==> config.mk <==
export PLATFORM = sky130hd
export DESIGN_NAME = msf_load_ctrl
export DESIGN_NICKNAME = d
export VERILOG_FILES = /design/src/rtl/msf_load_ctrl.sv
export SDC_FILE = /design/constraint.sdc
export NUM_CORES = 1
export LEC_CHECK = 0
export BUFFER_PORTS_ARGS = -buffer_cell sky130_fd_sc_hd__buf_2
export CAP_MARGIN = 0
export CORE_MARGIN = 2
export CORE_UTILIZATION = 63
export CTS_BUF_LIST = sky130_fd_sc_hd__clkbuf_16
export CTS_CLUSTER_SIZE = 40
export DETAILED_ROUTE_END_ITERATION = 8
export MAX_ROUTING_LAYER = met4
export PLACE_DENSITY = 0.87
export SLEW_MARGIN = 20
export SYNTH_ARGS = -nofsm -noshare
export SYNTH_HDL_FRONTEND = slang
export SYNTH_SLANG_ARGS = --single-unit
==> constraint.sdc <==
create_clock -name clk_i -period 5 [get_ports clk_i]
set_clock_uncertainty 0.15 [all_clocks]
set_input_delay 0.5 -clock clk_i [delete_from_list [all_inputs] [get_ports clk_i]]
set_output_delay 0.5 -clock clk_i [all_outputs]
set_load 0.05 [all_outputs]
==> src/rtl/msf_load_ctrl.sv <==
// MSF minute-frame sequencer: counts received seconds, captures the hour/minute
// time-code bits and issues one inc or load command to the HH:MM:SS chain per tick.
module msf_load_ctrl #(
  parameter int unsigned FREEWHEEL_MINUTES = 10
) (
  input  logic       clk_i,
  input  logic       rst_i,
  input  logic       sec_tick_i,
  input  logic       minute_marker_i,
  input  logic       bit_strobe_i,
  input  logic       bit_a_i,
  input  logic       bit_b_i,
  input  logic       bit_err_i,
  output logic       inc_o,
  output logic       load_o,
  output logic [1:0] hour_h_o,
  output logic [3:0] hour_l_o,
  output logic [2:0] minute_h_o,
  output logic [3:0] minute_l_o,
  output logic [2:0] second_h_o,
  output logic [3:0] second_l_o,
  output logic       synced_o,
  output logic       frame_err_o
);

  localparam int unsigned CW = (FREEWHEEL_MINUTES < 1) ? 1 : $clog2(FREEWHEEL_MINUTES + 1);
  localparam logic [CW-1:0] CNT_MAX = CW'(FREEWHEEL_MINUTES);

  logic [5:0]    sec_idx_q, sec_idx_d;
  logic          frame_bad_q, frame_bad_d;
  logic          got_bit_q, got_bit_d;
  logic [12:0]   cap_q, cap_d;
  logic          p54_q, p54_d;
  logic [13:0]   seen_q, seen_d;
  logic [CW-1:0] bad_cnt_q, bad_cnt_d;
  logic          inc_q, inc_d;
  logic          load_q, load_d;
  logic          frame_err_q, frame_err_d;
  logic          synced_q, synced_d;
  logic [1:0]    hour_h_q, hour_h_d;
  logic [3:0]    hour_l_q, hour_l_d;
  logic [2:0]    minute_h_q, minute_h_d;
  logic [3:0]    minute_l_q, minute_l_d;

  logic [5:0] hour;
  logic [6:0] minute;
  logic       frame_ok;
  logic [3:0] seen_pos;

  assign hour   = cap_q[12:7];
  assign minute = cap_q[6:0];

  // Judged on the frame as it stood before this cycle's tick or strobe.
  assign frame_ok = (sec_idx_q == 6'd59) && !frame_bad_q && (&seen_q)
                 && (^{cap_q, p54_q})
                 && (hour[5:4] <= 2'd2) && (hour[3:0] <= 4'd9)
                 && ((hour[5:4] != 2'd2) || (hour[3:0] <= 4'd3))
                 && (minute[6:4] <= 3'd5) && (minute[3:0] <= 4'd9);

  // NOTE: every variable gets a default first so this block cannot infer a latch.
  always_comb begin
    sec_idx_d   = sec_idx_q;
    frame_bad_d = frame_bad_q;
    got_bit_d   = got_bit_q;
    cap_d       = cap_q;
    p54_d       = p54_q;
    seen_d      = seen_q;
    bad_cnt_d   = bad_cnt_q;
    synced_d    = synced_q;
    hour_h_d    = hour_h_q;
    hour_l_d    = hour_l_q;
    minute_h_d  = minute_h_q;
    minute_l_d  = minute_l_q;
    inc_d       = 1'b0;
    load_d      = 1'b0;
    frame_err_d = 1'b0;
    seen_pos    = 4'(sec_idx_q - 6'd39);

    if (sec_tick_i) begin
      got_bit_d = 1'b0;
      if (minute_marker_i) begin
        sec_idx_d   = 6'd0;
        frame_bad_d = 1'b0;
        seen_d      = '0;
        p54_d       = 1'b0;
        if (frame_ok) begin
          load_d     = 1'b1;
          synced_d   = 1'b1;
          bad_cnt_d  = '0;
          hour_h_d   = hour[5:4];
          hour_l_d   = hour[3:0];
          minute_h_d = minute[6:4];
          minute_l_d = minute[3:0];
        end else begin
          inc_d       = 1'b1;
          frame_err_d = 1'b1;
          if (bad_cnt_q != CNT_MAX) bad_cnt_d = bad_cnt_q + CW'(1);
          if (bad_cnt_d == CNT_MAX) synced_d = 1'b0;
        end
      end else begin
        inc_d = 1'b1;
        if (sec_idx_q != 6'd63) sec_idx_d = sec_idx_q + 6'd1;
        if (sec_idx_d == 6'd63) frame_bad_d = 1'b1;
      end
    end

    // A coincident strobe sees the index the tick has just produced.
    if (bit_strobe_i) begin
      if (bit_err_i || got_bit_d) frame_bad_d = 1'b1;
      got_bit_d = 1'b1;
      seen_pos  = 4'(sec_idx_d - 6'd39);
      if (sec_idx_d >= 6'd39 && sec_idx_d <= 6'd51) begin
        cap_d            = {cap_d[11:0], bit_a_i};
        seen_d[seen_pos] = 1'b1;
      end else if (sec_idx_d == 6'd54) begin
        p54_d      = bit_b_i;
        seen_d[13] = 1'b1;
      end
    end
  end

  // NOTE: sequential state uses non-blocking assignments only.
  always_ff @(posedge clk_i or posedge rst_i) begin
    if (rst_i) begin
      sec_idx_q   <= '0;
      frame_bad_q <= 1'b1;
      got_bit_q   <= 1'b0;
      cap_q       <= '0;
      p54_q       <= 1'b0;
      seen_q      <= '0;
      bad_cnt_q   <= '0;
      inc_q       <= 1'b0;
      load_q      <= 1'b0;
      frame_err_q <= 1'b0;
      synced_q    <= 1'b0;
      hour_h_q    <= '0;
      hour_l_q    <= '0;
      minute_h_q  <= '0;
      minute_l_q  <= '0;
    end else begin
      sec_idx_q   <= sec_idx_d;
      frame_bad_q <= frame_bad_d;
      got_bit_q   <= got_bit_d;
      cap_q       <= cap_d;
      p54_q       <= p54_d;
      seen_q      <= seen_d;
      bad_cnt_q   <= bad_cnt_d;
      inc_q       <= inc_d;
      load_q      <= load_d;
      frame_err_q <= frame_err_d;
      synced_q    <= synced_d;
      hour_h_q    <= hour_h_d;
      hour_l_q    <= hour_l_d;
      minute_h_q  <= minute_h_d;
      minute_l_q  <= minute_l_d;
    end
  end

  assign inc_o       = inc_q;
  assign load_o      = load_q;
  assign frame_err_o = frame_err_q;
  assign synced_o    = synced_q;
  assign hour_h_o    = hour_h_q;
  assign hour_l_o    = hour_l_q;
  assign minute_h_o  = minute_h_q;
  assign minute_l_o  = minute_l_q;
  assign second_h_o  = '0;
  assign second_l_o  = '0;

endmodule
==> results of run 1 <==
-- cells by family (layout without fill, tap and decap cells) --
kind of cell,Yosys count,after routing,share of synthesized area
and+or+nand+nor,72,72,0.1470
DFF,57,57,0.4818
AOI/OAI and AO/OA,53,53,0.1233
buffers and inverters,34,55,0.06208
muxes,28,28,0.1043
adders and majority gates,11,11,0.04645
xor gates and xnor gates,9,9,0.03379
other,1,7,0.001266
-- per-layer routing --
metal / routed length [µm] / track usage
met5: 0 / -
met4: 158 / 0.1091
met3: 312 / 0.06630
met2: 2739 / 0.3667
met1: 2578 / 0.3433
-- layout make-up --
type,count,area [µm²]
Sequential cell,57,1428
Multi-Input combinational cell,180,1374
Fill cell,303,1109
Clock buffer,9,225.2
Timing Repair Buffer,25,127.6
Tap cell,52,65.06
Clock inverter,6,60.06
Inverter,15,56.30
-- worst min-delay path by stage --
stage | start | endpoint | slack (ns) | cells after the start
finish | rst_i | cap_q[10]$_DFFE_PP0P_ | 0.22 | 3
global route | bit_a_i | cap_q[0]$_DFFE_PP0P_ | 0.28 | 2
CTS | rst_i | hour_l_o[2]$_DFFE_PP0P_ | 0.24 | 3
detailed placement | seen_q[13]$_DFF_PP0_ | seen_q[13]$_DFF_PP0_ | 0.32 | 1
global placement | seen_q[13]$_DFF_PP0_ | seen_q[13]$_DFF_PP0_ | 0.31 | 1
floorplan | seen_q[5]$_DFF_PP0_ | seen_q[5]$_DFF_PP0_ | 0.29 | 2
-- cells in the mapped netlist (2+ instances only) --
library cell	n
a211o_1	2
a41oi_1	2
buf_4	9
o31ai_1	2
o21ai_0	16
a21oi_1	9
nand3_1	8
a22o_1	4
nand4_1	4
or3_1	2
nor4bb_1	2
clkbuf_1	2
xnor2_1	6
buf_2	6
nand2_1	23
dfrtp_1	56
mux2_2	22
a21o_1	3
inv_1	15
mux2i_1	5
nor2b_1	3
buf_6	2
nor2_1	9
or2_2	2
ha_1	11
o41ai_1	4
nor3_1	3
and3_1	2
-- per-stage QoR --
stage,area [µm²],setup WS (ns),total power [µW]
after floorplan,2985,2.430,647.6
final,3336,1.852,1251
after global routing,3336,1.614,1303
after detailed placement,3050,1.792,678.7
after global placement,3050,1.915,671.6
after CTS,3336,1.881,1256
-- placed cells by master, fill, tap and decap left out, types with 2 or more instances in the layout --
cell,n
a211o_1,2
nor3_1,3
nor2b_1,3
conb_1,7
o41ai_1,4
o31ai_1,2
a21oi_1,9
or2_2,2
mux2_2,22
ha_1,11
or3_1,2
a22o_1,4
nand2_1,23
a21o_1,3
and3_1,2
inv_1,14
buf_2,24
nor4bb_1,2
a41oi_1,2
mux2i_1,5
nand4_1,4
clkinv_2,3
o21ai_0,16
xnor2_1,6
dfrtp_1,56
clkbuf_16,9
nor2_1,9
clkinvlp_4,2
nand3_1,8
-- power breakdown --
part           switching, µW  internal (µW)  total (µW)
clock                    200            378         579
combinational           99.6           52.0         152
sequential              33.1            488         521
total                    333            918        1250
-- tightest hold or removal path, stage by stage --
cell and delay (ns):
buf_2 0.10, inv_2 0.03, buf_4 0.55
-- registers in the layout, indices dropped and copies added, names as in the netlist --
name,cells
bad_cnt_q,4
frame_err_o,1
cap_q,13
sec_idx_q,6
minute_l_o,4
p54_q,1
hour_h_o,2
seen_q,14
hour_l_o,4
inc_o,1
minute_h_o,3
load_o,1
frame_bad_q,1
synced_o,1
got_bit_q,1
==> impl_results.md, run 1 <==
- Crit path to: cap_q[5]$_DFFE_PP0P_
- Max stage delay on crit path: 0.63 ns
- Initial antenna violation count: 0
- Status: completed
- Clock slew at reported path FFs: 0.05 ns
- Slew Viols, Final: 0
- WS Path Type: flop to flop
- Period Utilization, post-route: 0.6296
- Synth Cell Area: ~3000 µm²
- IO Pins: 32
- Hold violation count in the final report: 0
- Yosys top cell by area: dfrtp_1
- Layout cells sized above 1: 0.2568
- Post-Synthesis Cells: 265
- Leakage power: 0.001629 µW
- Max Root-Sink Buffers: 2
- Pin count of the biggest net entering global routing: 58
- Worst Max-Slew Pin Slew: a little under 0.9 ns
- Post-CTS Setup Inserts: 0
- Vias in the first global route: roughly 2000
- Cell depth of the worst setup path: 7
- Setup crit start: sec_idx_q[0]$_DFF_PP0_
- Placeable Area: 4444 µm²
- Crit. End Element: flop
- Max_slew headroom: 0.4099
- Largest cells by area after synthesis: dfrtp_1 47%, mux2_2 8.4%, ha_1 4.6%
- Fin crit period: 3.148 ns
- # setup viols final: 0
- Worst Path Buf+Inv: 0
- Syn avg cell area: ~11 µm²
- Reg2Reg Setup Slack: between 1.5 and 2 ns
- Vias/cell: 6.157
- Chip Width: 72.58 µm
- Clk root buf: clkbuf_16
- Drt pass-1 iters: 5
- DRC: 0
- Power Density: 375.0 nW/µm²
- Drt total wl: 5789 µm
- CTS sink cnt: 57
- Post-CTS Hold Buffers: 0
- GRT overflow: 0
- Resize count post-CTS: 0
- Max-Cap Viols: 0
- Hold Path Class: input pin to async pin
- Synth Register Bits: 57
- Gpl congestion: 0.9196
- Fmax: 0.3177 GHz
- Worst Setup Start Kind: flop
- CP Data Arrival Time: 3.20 ns
- Number of buffers added on ports: 24
- Worst Reg-to-Reg Cells: 7
- Cells after DPL: 329
- Initial Utilization: 0.6667
- CP delay by family, top: compound AO/OA/AOI/OAI gates
- Layout Cells excl Fill: 344
- RSZ-0062 raised after global routing: false
- Total number of yosys warnings: 0
- Via count: around 2100
- Avg WL per Cell: 16.83 µm
- First-pass GRT wire length: 9777 µm
- Maximum vdd drop: 0.2938 mV
- CTS tree: yes
- Synth Flop Type: dfrtp_1
- Required time worst endpoint: 5.06 ns
- Cts bufs inserted: 9
- Area grow syn2layout: 12.58%
- Die H: roughly 73 µm
- Number of diodes: 0
- Worst hold slack: ~0.22 ns
- Critical-path top delay cell: o21ai_2
- RR Endpoint: cap_q[5]$_DFFE_PP0P_
- HPWL Detailed: 3965 µm
- Async S/R FF share, synth: 1.000
- Crit Reg-Reg Startpoint: sec_idx_q[0]$_DFF_PP0_
- Fin Setup TNS: 0 ns
- Synth top area share: 0.4730
- Die area: 5267 µm²
- Fin util: 0.7506
- Post-synthesis sequential area ratio: 0.4818
- Total track usage: 0.2543
- CP max FO: 13
- Worst-path cell chain: ha_1, nand4_1, o32a_1, a21oi_1, nor2_1, o21ai_2, mux2_2
- Unique masters post-synth: 59
- CTS H-Tree Depth: 3
- Clock Latency Late Sink: 0.32 ns
- Post-synth EDFFs: 0
- Antenna viol nets, final: 0
- Final-stage net count: 307
- Iter 0 DRT Violations: 159
- Core Rows: 24
(Power assumes the default switching activity.)
==> run 2: changes to the inputs <==
--- a/config.mk
+++ b/config.mk
@@ -8,12 +8,12 @@
 export BUFFER_PORTS_ARGS = -buffer_cell sky130_fd_sc_hd__buf_2
 export CAP_MARGIN = 0
 export CORE_MARGIN = 2
-export CORE_UTILIZATION = 63
+export CORE_UTILIZATION = 53
 export CTS_BUF_LIST = sky130_fd_sc_hd__clkbuf_16
 export CTS_CLUSTER_SIZE = 40
 export DETAILED_ROUTE_END_ITERATION = 8
 export MAX_ROUTING_LAYER = met4
-export PLACE_DENSITY = 0.87
+export PLACE_DENSITY = 0.78
 export SLEW_MARGIN = 20
 export SYNTH_ARGS = -nofsm -noshare
 export SYNTH_HDL_FRONTEND = slang
==> constraint.sdc (replaced) <==
create_clock -name clk_i -period 2.5 [get_ports clk_i]
set_clock_uncertainty 0.15 [all_clocks]
set_input_delay 0.25 -clock clk_i [delete_from_list [all_inputs] [get_ports clk_i]]
set_output_delay 0.25 -clock clk_i [all_outputs]
set_load 0.05 [all_outputs]
==> impl_results.md, run 2 (synthesized netlist as in run 1, its figures left out) <==
- Worst Reg-to-Reg Cells: 9 (was 7)
- Status: complete, but fails checks (was completed)
- Cts bufs inserted: 9 (unchanged)
- Power Density: 716.2 nW/µm² (was 375.0 nW/µm²)
- CP Data Arrival Time: 2.74 ns (was 3.20 ns)
- Fin Setup TNS: -2.273 ns (was 0 ns)
- Layout cells sized above 1: 0.3874 (was 0.2568)
- WHS Path Cells: 3
- CP max FO: 7 (was 13)
- Cell depth of the worst setup path: 9 (was 7)
- HPWL Detailed: 4284 µm (was 3965 µm)
- Core Rows: 27 (was 24)
- Required time worst endpoint: 2.56 ns (was 5.06 ns)
- Gpl congestion: 0.8866 (was 0.9196)
- Number of diodes: 0 (unchanged)
- Number of buffers added on ports: 24 (unchanged)
- RSZ-0062 raised after global routing: true (was false)
- CTS H-Tree Depth: 3 (unchanged)
- Die area: 6205 µm² (was 5267 µm²)
- Most frequent cells in the layout: 54 x dfrtp_1, 35 x buf_4, 24 x buf_2, 23 x nand2_1, 15 x o21ai_0 (was 56 x dfrtp_1, 24 x buf_2, 23 x nand2_1, 22 x mux2_2, 16 x o21ai_0)
- Largest registers: seen_q: 14 flops, cap_q: 13 flops, sec_idx_q: 6 flops (unchanged)
- Switching Power: 720.6 µW (was 333.1 µW)
- Final WS setup: -0.1765 ns (was 1.852 ns)
- Total track usage: 0.2344 (was 0.2543)
- Slew Viols, Final: 0 (unchanged)
- Max Root-Sink Buffers: 2 (unchanged)
- Crit. End Element: flop (unchanged)
- Drt total wl: 7033 µm (was 5789 µm)
- Pin count of the biggest net entering global routing: 30 (was 58)
- Fin crit period: 2.677 ns (was 3.148 ns)
- Max reg flops: 14 (unchanged)
- Iter 0 DRT Violations: 189 (was 159)
- Worst-path cell chain: inv_2, ha_4, xnor2_2, xnor3_1, xnor2_2, nor4_4, buf_4, clkbuf_16, mux2_4 (was ha_1, nand4_1, o32a_1, a21oi_1, nor2_1, o21ai_2, mux2_2)
- Area grow syn2layout: 31.84% (was 12.58%)
- Initial Utilization: 0.5447 (was 0.6667)
- Leakage power: 0.001869 µW (was 0.001629 µW)
- Hold Path Class: input pin to flop (was input pin to async pin)
- # setup viols final: 16 (was 0)
- Initial antenna violation count: 0 (unchanged)
- Worst Path Buf+Inv: 3 (was 0)
- Most common cell after layout, fill and taps aside: dfrtp_1 (unchanged)
- Via count: 2278 (was 2118)
- Sequential share of power: 0.372 (was 0.416)
- CTS sink cnt: 57 (unchanged)
- IO Pins: 32 (unchanged)
- Failing checks: setup timing
- Die H: 78.77 µm (was 72.58 µm)
- Max stage delay on crit path: 0.42 ns (was 0.63 ns)
- Biggest register: seen_q (unchanged)
- Drt pass-1 iters: 5 (unchanged)
- Worst Max-Slew Pin Slew: 0.6315 ns (was 0.8785 ns)
- Period Utilization, post-route: 1.071 (was 0.6296)
- Fmax: 0.3736 GHz (was 0.3177 GHz)
- Final-stage net count: 347 (was 307)
- GRT overflow: 0 (unchanged)
- Maximum vdd drop: 0.5114 mV (was 0.2938 mV)
- Vias/cell: 5.625 (was 6.157)
- Worst Setup Start Kind: flop (unchanged)
- Vias in the first global route: 2247 (was 2005)
- Internal Power: 2077 µW (was 918.0 µW)
- First-pass GRT wire length: 10700 µm (was 9777 µm)
- Clock power share: 0.492 (was 0.463)
- Antenna viol nets, final: 0 (unchanged)
- Max_slew headroom: 0.5784 (was 0.4099)
- Avg WL per Cell: 17.37 µm (was 16.83 µm)
- DRC: 0 (unchanged)
- Placeable Area: 5439 µm² (was 4444 µm²)
- WS Path Type: flop to flop (unchanged)
- Critical-path top delay cell: dfrtp_1 (was o21ai_2)
- Switch share: 0.2576 (was 0.2662)
- Crit path top cell by count: xnor2_2
- CP delay by family, top: XOR/XNOR gates (was compound AO/OA/AOI/OAI gates)
- Max-Cap Viols: 0 (unchanged)
- Logic pwr share: 0.136 (was 0.121)
- Clock slew at reported path FFs: 0.05 ns (about the same)
- Post-Place Setup Slack: -0.09802 ns (was 1.792 ns)
- Clk root buf: clkbuf_16 (unchanged)
- CTS tree: yes (unchanged)
- Chip Width: 78.77 µm (was 72.58 µm)
- Clock Latency Late Sink: 0.33 ns (was 0.32 ns)
- Hold violation count in the final report: 0 (unchanged)
-- run 2: cell count changes in the layout (fill, tap and decap cells not counted), moves of 3 or more --
cell	previous run	this run
buf_4	1	35
mux2_4	0	13
mux2_2	22	10
ha_1	11	5
ha_4	0	4
inv_2	1	5
dlygate4sd3_1	0	3
inv_1	14	11
-- run 2: worst paths after layout --
path                                                 end                  from  slack [ns]
worst max-delay path             hour_h_o[1]$_DFFE_PP0P_  cap_q[9]$_DFFE_PP0P_       -0.18
worst min-delay path               frame_bad_q$_DFF_PP1_             bit_err_i        0.03
worst max register to register   hour_h_o[1]$_DFFE_PP0P_  cap_q[9]$_DFFE_PP0P_       -0.18
worst min register to register       seen_q[5]$_DFF_PP0_   seen_q[5]$_DFF_PP0_        0.33
max in group asynchronous          frame_bad_q$_DFF_PP1_                 rst_i        1.08
min in group asynchronous       bad_cnt_q[3]$_DFFE_PP0P_                 rst_i        0.40
-- run 2: per-stage QoR --
step | hold slack [ns] | total power, µW | std cells | utilization | instance area, µm²
after global placement | 0.2129 | 1381 | 378 | 0.6082 | 3308
after CTS | 0.02329 | 2792 | 397 | 0.6860 | 3731
after floorplan | 0.2082 | 1295 | 271 | - | 2988
final | 0.02516 | 2798 | 405 | 0.7182 | 3906
after detailed placement | 0.2186 | 1394 | 378 | 0.6082 | 3308
after global routing | 0.03904 | 2900 | 405 | 0.7182 | 3906
-- run 2: area by class of cell --
type | instances | area (µm²)
Clock inverter | 7 | 110.1
Clock buffer | 9 | 225.2
Tap cell | 72 | 90.09
Inverter | 15 | 56.30
Fill cell | 351 | 1533
Multi-Input combinational cell | 180 | 1516
Sequential cell | 57 | 1430
Timing Repair Buffer | 65 | 478.0
-- run 2: per-layer routing --
metal | vias to the layer above | GRT usage | wire length (µm)
li1 | 1066 | - | -
met1 | 1131 | 0.2953 | 3062
met2 | 70 | 0.3650 | 3541
met5 | - | - | 0
met4 | 0 | 0.1140 | 111
met3 | 11 | 0.04773 | 318
-- run 2: what timing repair did --
item | in CTS | in global routing
pin swaps | 2 | 9
endpoints found under the hold margin | 29 | 0
gates cloned | 0 | 1
setup endpoints to repair | 31 | 32
gates resized for setup | 9 | 22
hold buffers | 3 | 0
setup buffers | 0 | 7
-- run 2: worst reg2reg max path, stage by stage (launching register included) --
cell and delay, ns:
dfrtp_1 0.42, inv_2 0.14, ha_4 0.22, xnor2_2 0.13, xnor3_1 0.39, xnor2_2 0.20
nor4_4 0.26, buf_4 0.18, clkbuf_16 0.16, mux2_4 0.30
-- run 2: power by group through the flow --
stage	clock [µW]	combinational [µW]	sequential (µW)
floorplan	0	230	1070
CTS	1400	357	1040
finish	1380	379	1040
detailed placement	0	346	1050
global route	1440	411	1050
global placement	0	335	1050
==> run 3: changes to the inputs <==
--- a/config.mk
+++ b/config.mk
@@ -12,6 +12,7 @@
 export CTS_BUF_LIST = sky130_fd_sc_hd__clkbuf_16
 export CTS_CLUSTER_SIZE = 40
 export DETAILED_ROUTE_END_ITERATION = 8
+export HOLD_SLACK_MARGIN = 0.06
 export MAX_ROUTING_LAYER = met4
 export PLACE_DENSITY = 0.78
 export SLEW_MARGIN = 20
==> constraint.sdc (replaced) <==
create_clock -name clk_i -period 2.5 [get_ports clk_i]
set_clock_uncertainty 0.15 [all_clocks]
set_input_delay 0.625 -clock clk_i [delete_from_list [all_inputs] [get_ports clk_i]]
set_output_delay 0.625 -clock clk_i [all_outputs]
set_load 0.05 [all_outputs]
==> impl_results.md, run 3 (synthesized netlist as in run 1, its figures left out) <==
- Status: complete, but fails checks (unchanged)
- Failing checks: setup timing (unchanged)
- IO Pins: 32 (unchanged)
- Max-Cap Viols: 0 (unchanged)
- Area grow syn2layout: 26.22% (was 31.84%)
- Layout Cells excl Fill: 395 (was 405)
- CP max FO: 14 (was 7)
- Vias/cell: 5.643 (was 5.625)
- Power Density: 711.4 nW/µm² (was 716.2 nW/µm²)
- Fmax: 0.3951 GHz (was 0.3736 GHz)
- Clk root buf: clkbuf_16 (unchanged)
- WS Path Type: flop to flop (unchanged)
- Leakage power: 0.001821 µW (was 0.001869 µW)
- Iter 0 DRT Violations: 150 (was 189)
- Max Root-Sink Buffers: 2 (unchanged)
- Hold Path Class: input pin to async pin (was input pin to flop)
- Fin crit period: 2.531 ns (was 2.677 ns)
- Filler cells: 383 (was 351)
- Slew Viols, Final: 0 (unchanged)
- Drt pass-1 iters: 4 (was 5)
- Maximum vdd drop: 0.6781 mV (was 0.5114 mV)
- Chip Width: 78.77 µm (unchanged)
- Reg2Reg Setup Slack: -0.03 ns (was -0.18 ns)
- Crit Reg-Reg Startpoint: cap_q[10]$_DFFE_PP0P_ (was cap_q[9]$_DFFE_PP0P_)
- Period Utilization, post-route: 1.012 (was 1.071)
- Placeable Area: 5439 µm² (unchanged)
- Layout cells sized above 1: 0.3622 (was 0.3874)
- Required time worst endpoint: 2.55 ns (was 2.56 ns)
- Total track usage: 0.2346 (was 0.2344)
- Fin util: 0.6876 (was 0.7182)
- Cts bufs inserted: 9 (unchanged)
- Pin count of the biggest net entering global routing: 58 (was 30)
- Initial Utilization: 0.5447 (unchanged)
- GRT overflow: 0 (unchanged)
- Worst Setup Start Kind: flop (unchanged)
- Biggest register: seen_q (unchanged)
- Worst Reg-to-Reg Cells: 7 (was 9)
- Die H: 78.77 µm (unchanged)
- Core Rows: 27 (unchanged)
- Die area: 6205 µm² (unchanged)
- DRC: 0 (unchanged)
- CP Data Arrival Time: 2.58 ns (was 2.74 ns)
- Via count: 2229 (was 2278)
- Max reg flops: 14 (unchanged)
- Worst hold slack: 0.1943 ns (was 0.02516 ns)
- CTS tree: yes (unchanged)
- Drt total wl: 6648 µm (was 7033 µm)
- Largest registers: seen_q: 14 flops, cap_q: 13 flops, sec_idx_q: 6 flops (unchanged)
- RSZ-0062 raised after global routing: true (unchanged)
- Gpl congestion: 0.8960 (was 0.8866)
- Vias in the first global route: 2193 (was 2247)
- CTS H-Tree Depth: 3 (unchanged)
- Final Instance Area: 3740 µm² (was 3906 µm²)
- Hold violation count in the final report: 0 (unchanged)
- Final WS setup: -0.03092 ns (was -0.1765 ns)
- Initial antenna violation count: 0 (unchanged)
- Clock slew at reported path FFs: 0.05 ns (about the same)
- Final-stage net count: 337 (was 347)
- Power consumption: 2660 µW (was 2798 µW)
- Avg WL per Cell: 16.83 µm (was 17.37 µm)
- HPWL Detailed: 4314 µm (was 4284 µm)
- Most frequent cells in the layout: 55 x dfrtp_1, 28 x buf_4, 24 x buf_2, 23 x nand2_1, 18 x mux2_2 (was 54 x dfrtp_1, 35 x buf_4, 24 x buf_2, 23 x nand2_1, 15 x o21ai_0)
- Placed Area: 3326 µm² (was 3308 µm²)
- # setup viols final: 10 (was 16)
- First-pass GRT wire length: 10630 µm (was 10700 µm)
- Most common cell after layout, fill and taps aside: dfrtp_1 (unchanged)
- Post-CTS Hold Buffers: 0 (was 3)
- Clock Latency Late Sink: 0.33 ns (about the same)
- Cells after DPL: 377 (was 378)
- CTS sink cnt: 57 (unchanged)
- Number of buffers added on ports: 24 (unchanged)
- Number of diodes: 0 (unchanged)
- RR Endpoint: minute_h_o[2]$_DFFE_PP0P_ (was hour_h_o[1]$_DFFE_PP0P_)
- Antenna viol nets, final: 0 (unchanged)
- Crit. End Element: flop (unchanged)
## run 3: cell count changes in the layout (fill, tap and decap cells not counted), sizes merged
cell,delta
clkbuf,-1
clkinv,+2
buf,-6
inv,-1
dlygate4sd3,-3
bufinv,-1
## run 3: where the power goes
part,switching (µW),internal (µW),total [µW],leakage (µW)
clock network,411,859,1270,0.000150
registers,63.9,975,1040,0.000754
logic,220,131,352,0.000917
## run 3: worst max-delay path, cell delays in order (launching register included)
cell,delay (ns)
dfrtp_1,0.40
buf_4,0.15
ha_2,0.17
a2bb2oi_2,0.16
or4_4,0.52
nor4_4,0.32
buf_12,0.19
mux2_2,0.34
## run 3: how the worst max path moves through the flow
stage,start,to,slack [ns],depth (start not counted)
after floorplan,cap_q[10]$_DFFE_PP0P_,hour_h_o[1]$_DFFE_PP0P_,0.01,8
after global placement,sec_tick_i,cap_q[2]$_DFFE_PP0P_,-0.05,8
after detailed placement,sec_tick_i,cap_q[4]$_DFFE_PP0P_,-0.15,8
after CTS,cap_q[10]$_DFFE_PP0P_,minute_h_o[2]$_DFFE_PP0P_,-0.03,7
after global routing,cap_q[11]$_DFFE_PP0P_,hour_l_o[1]$_DFFE_PP0P_,-0.12,8
final,cap_q[10]$_DFFE_PP0P_,minute_h_o[2]$_DFFE_PP0P_,-0.03,7
## run 3: repair_timing
action,4_1_cts,5_1_grt
pin swaps,2,2
setup buffers,0,2
endpoints found under the setup margin,17,30
gates resized for setup,6,12
## run 3: routing by layer
layer  GRT usage  vias up  routed length, µm
met1      0.2966     1083               2880
li1            -     1046                  -
met5           -        -                  0
met4      0.1140        0                155
met3     0.05682       15                350
met2      0.3573       85               3262
## run 3: layout make-up
class | instances | area [µm²] | area share
Clock buffer | 9 | 225.2 | 0.06022
Timing Repair Buffer | 55 | 390.4 | 0.1044
Inverter | 15 | 56.30 | 0.01506
Clock inverter | 7 | 85.08 | 0.02275
Tap cell | 72 | 90.09 | 0.02409
Multi-Input combinational cell | 180 | 1464 | 0.3914
Sequential cell | 57 | 1429 | 0.3821
## run 3: stage by stage
| stage | setup slack [ns] | setup TNS (ns) |
|---|---|---|
| floorplan | 0.01300 | 0 |
| global placement | -0.04664 | -0.4255 |
| detailed placement | -0.1463 | -1.788 |
| CTS | -0.02593 | -0.1849 |
| global route | -0.1184 | -1.489 |
| finish | -0.03092 | -0.1514 |
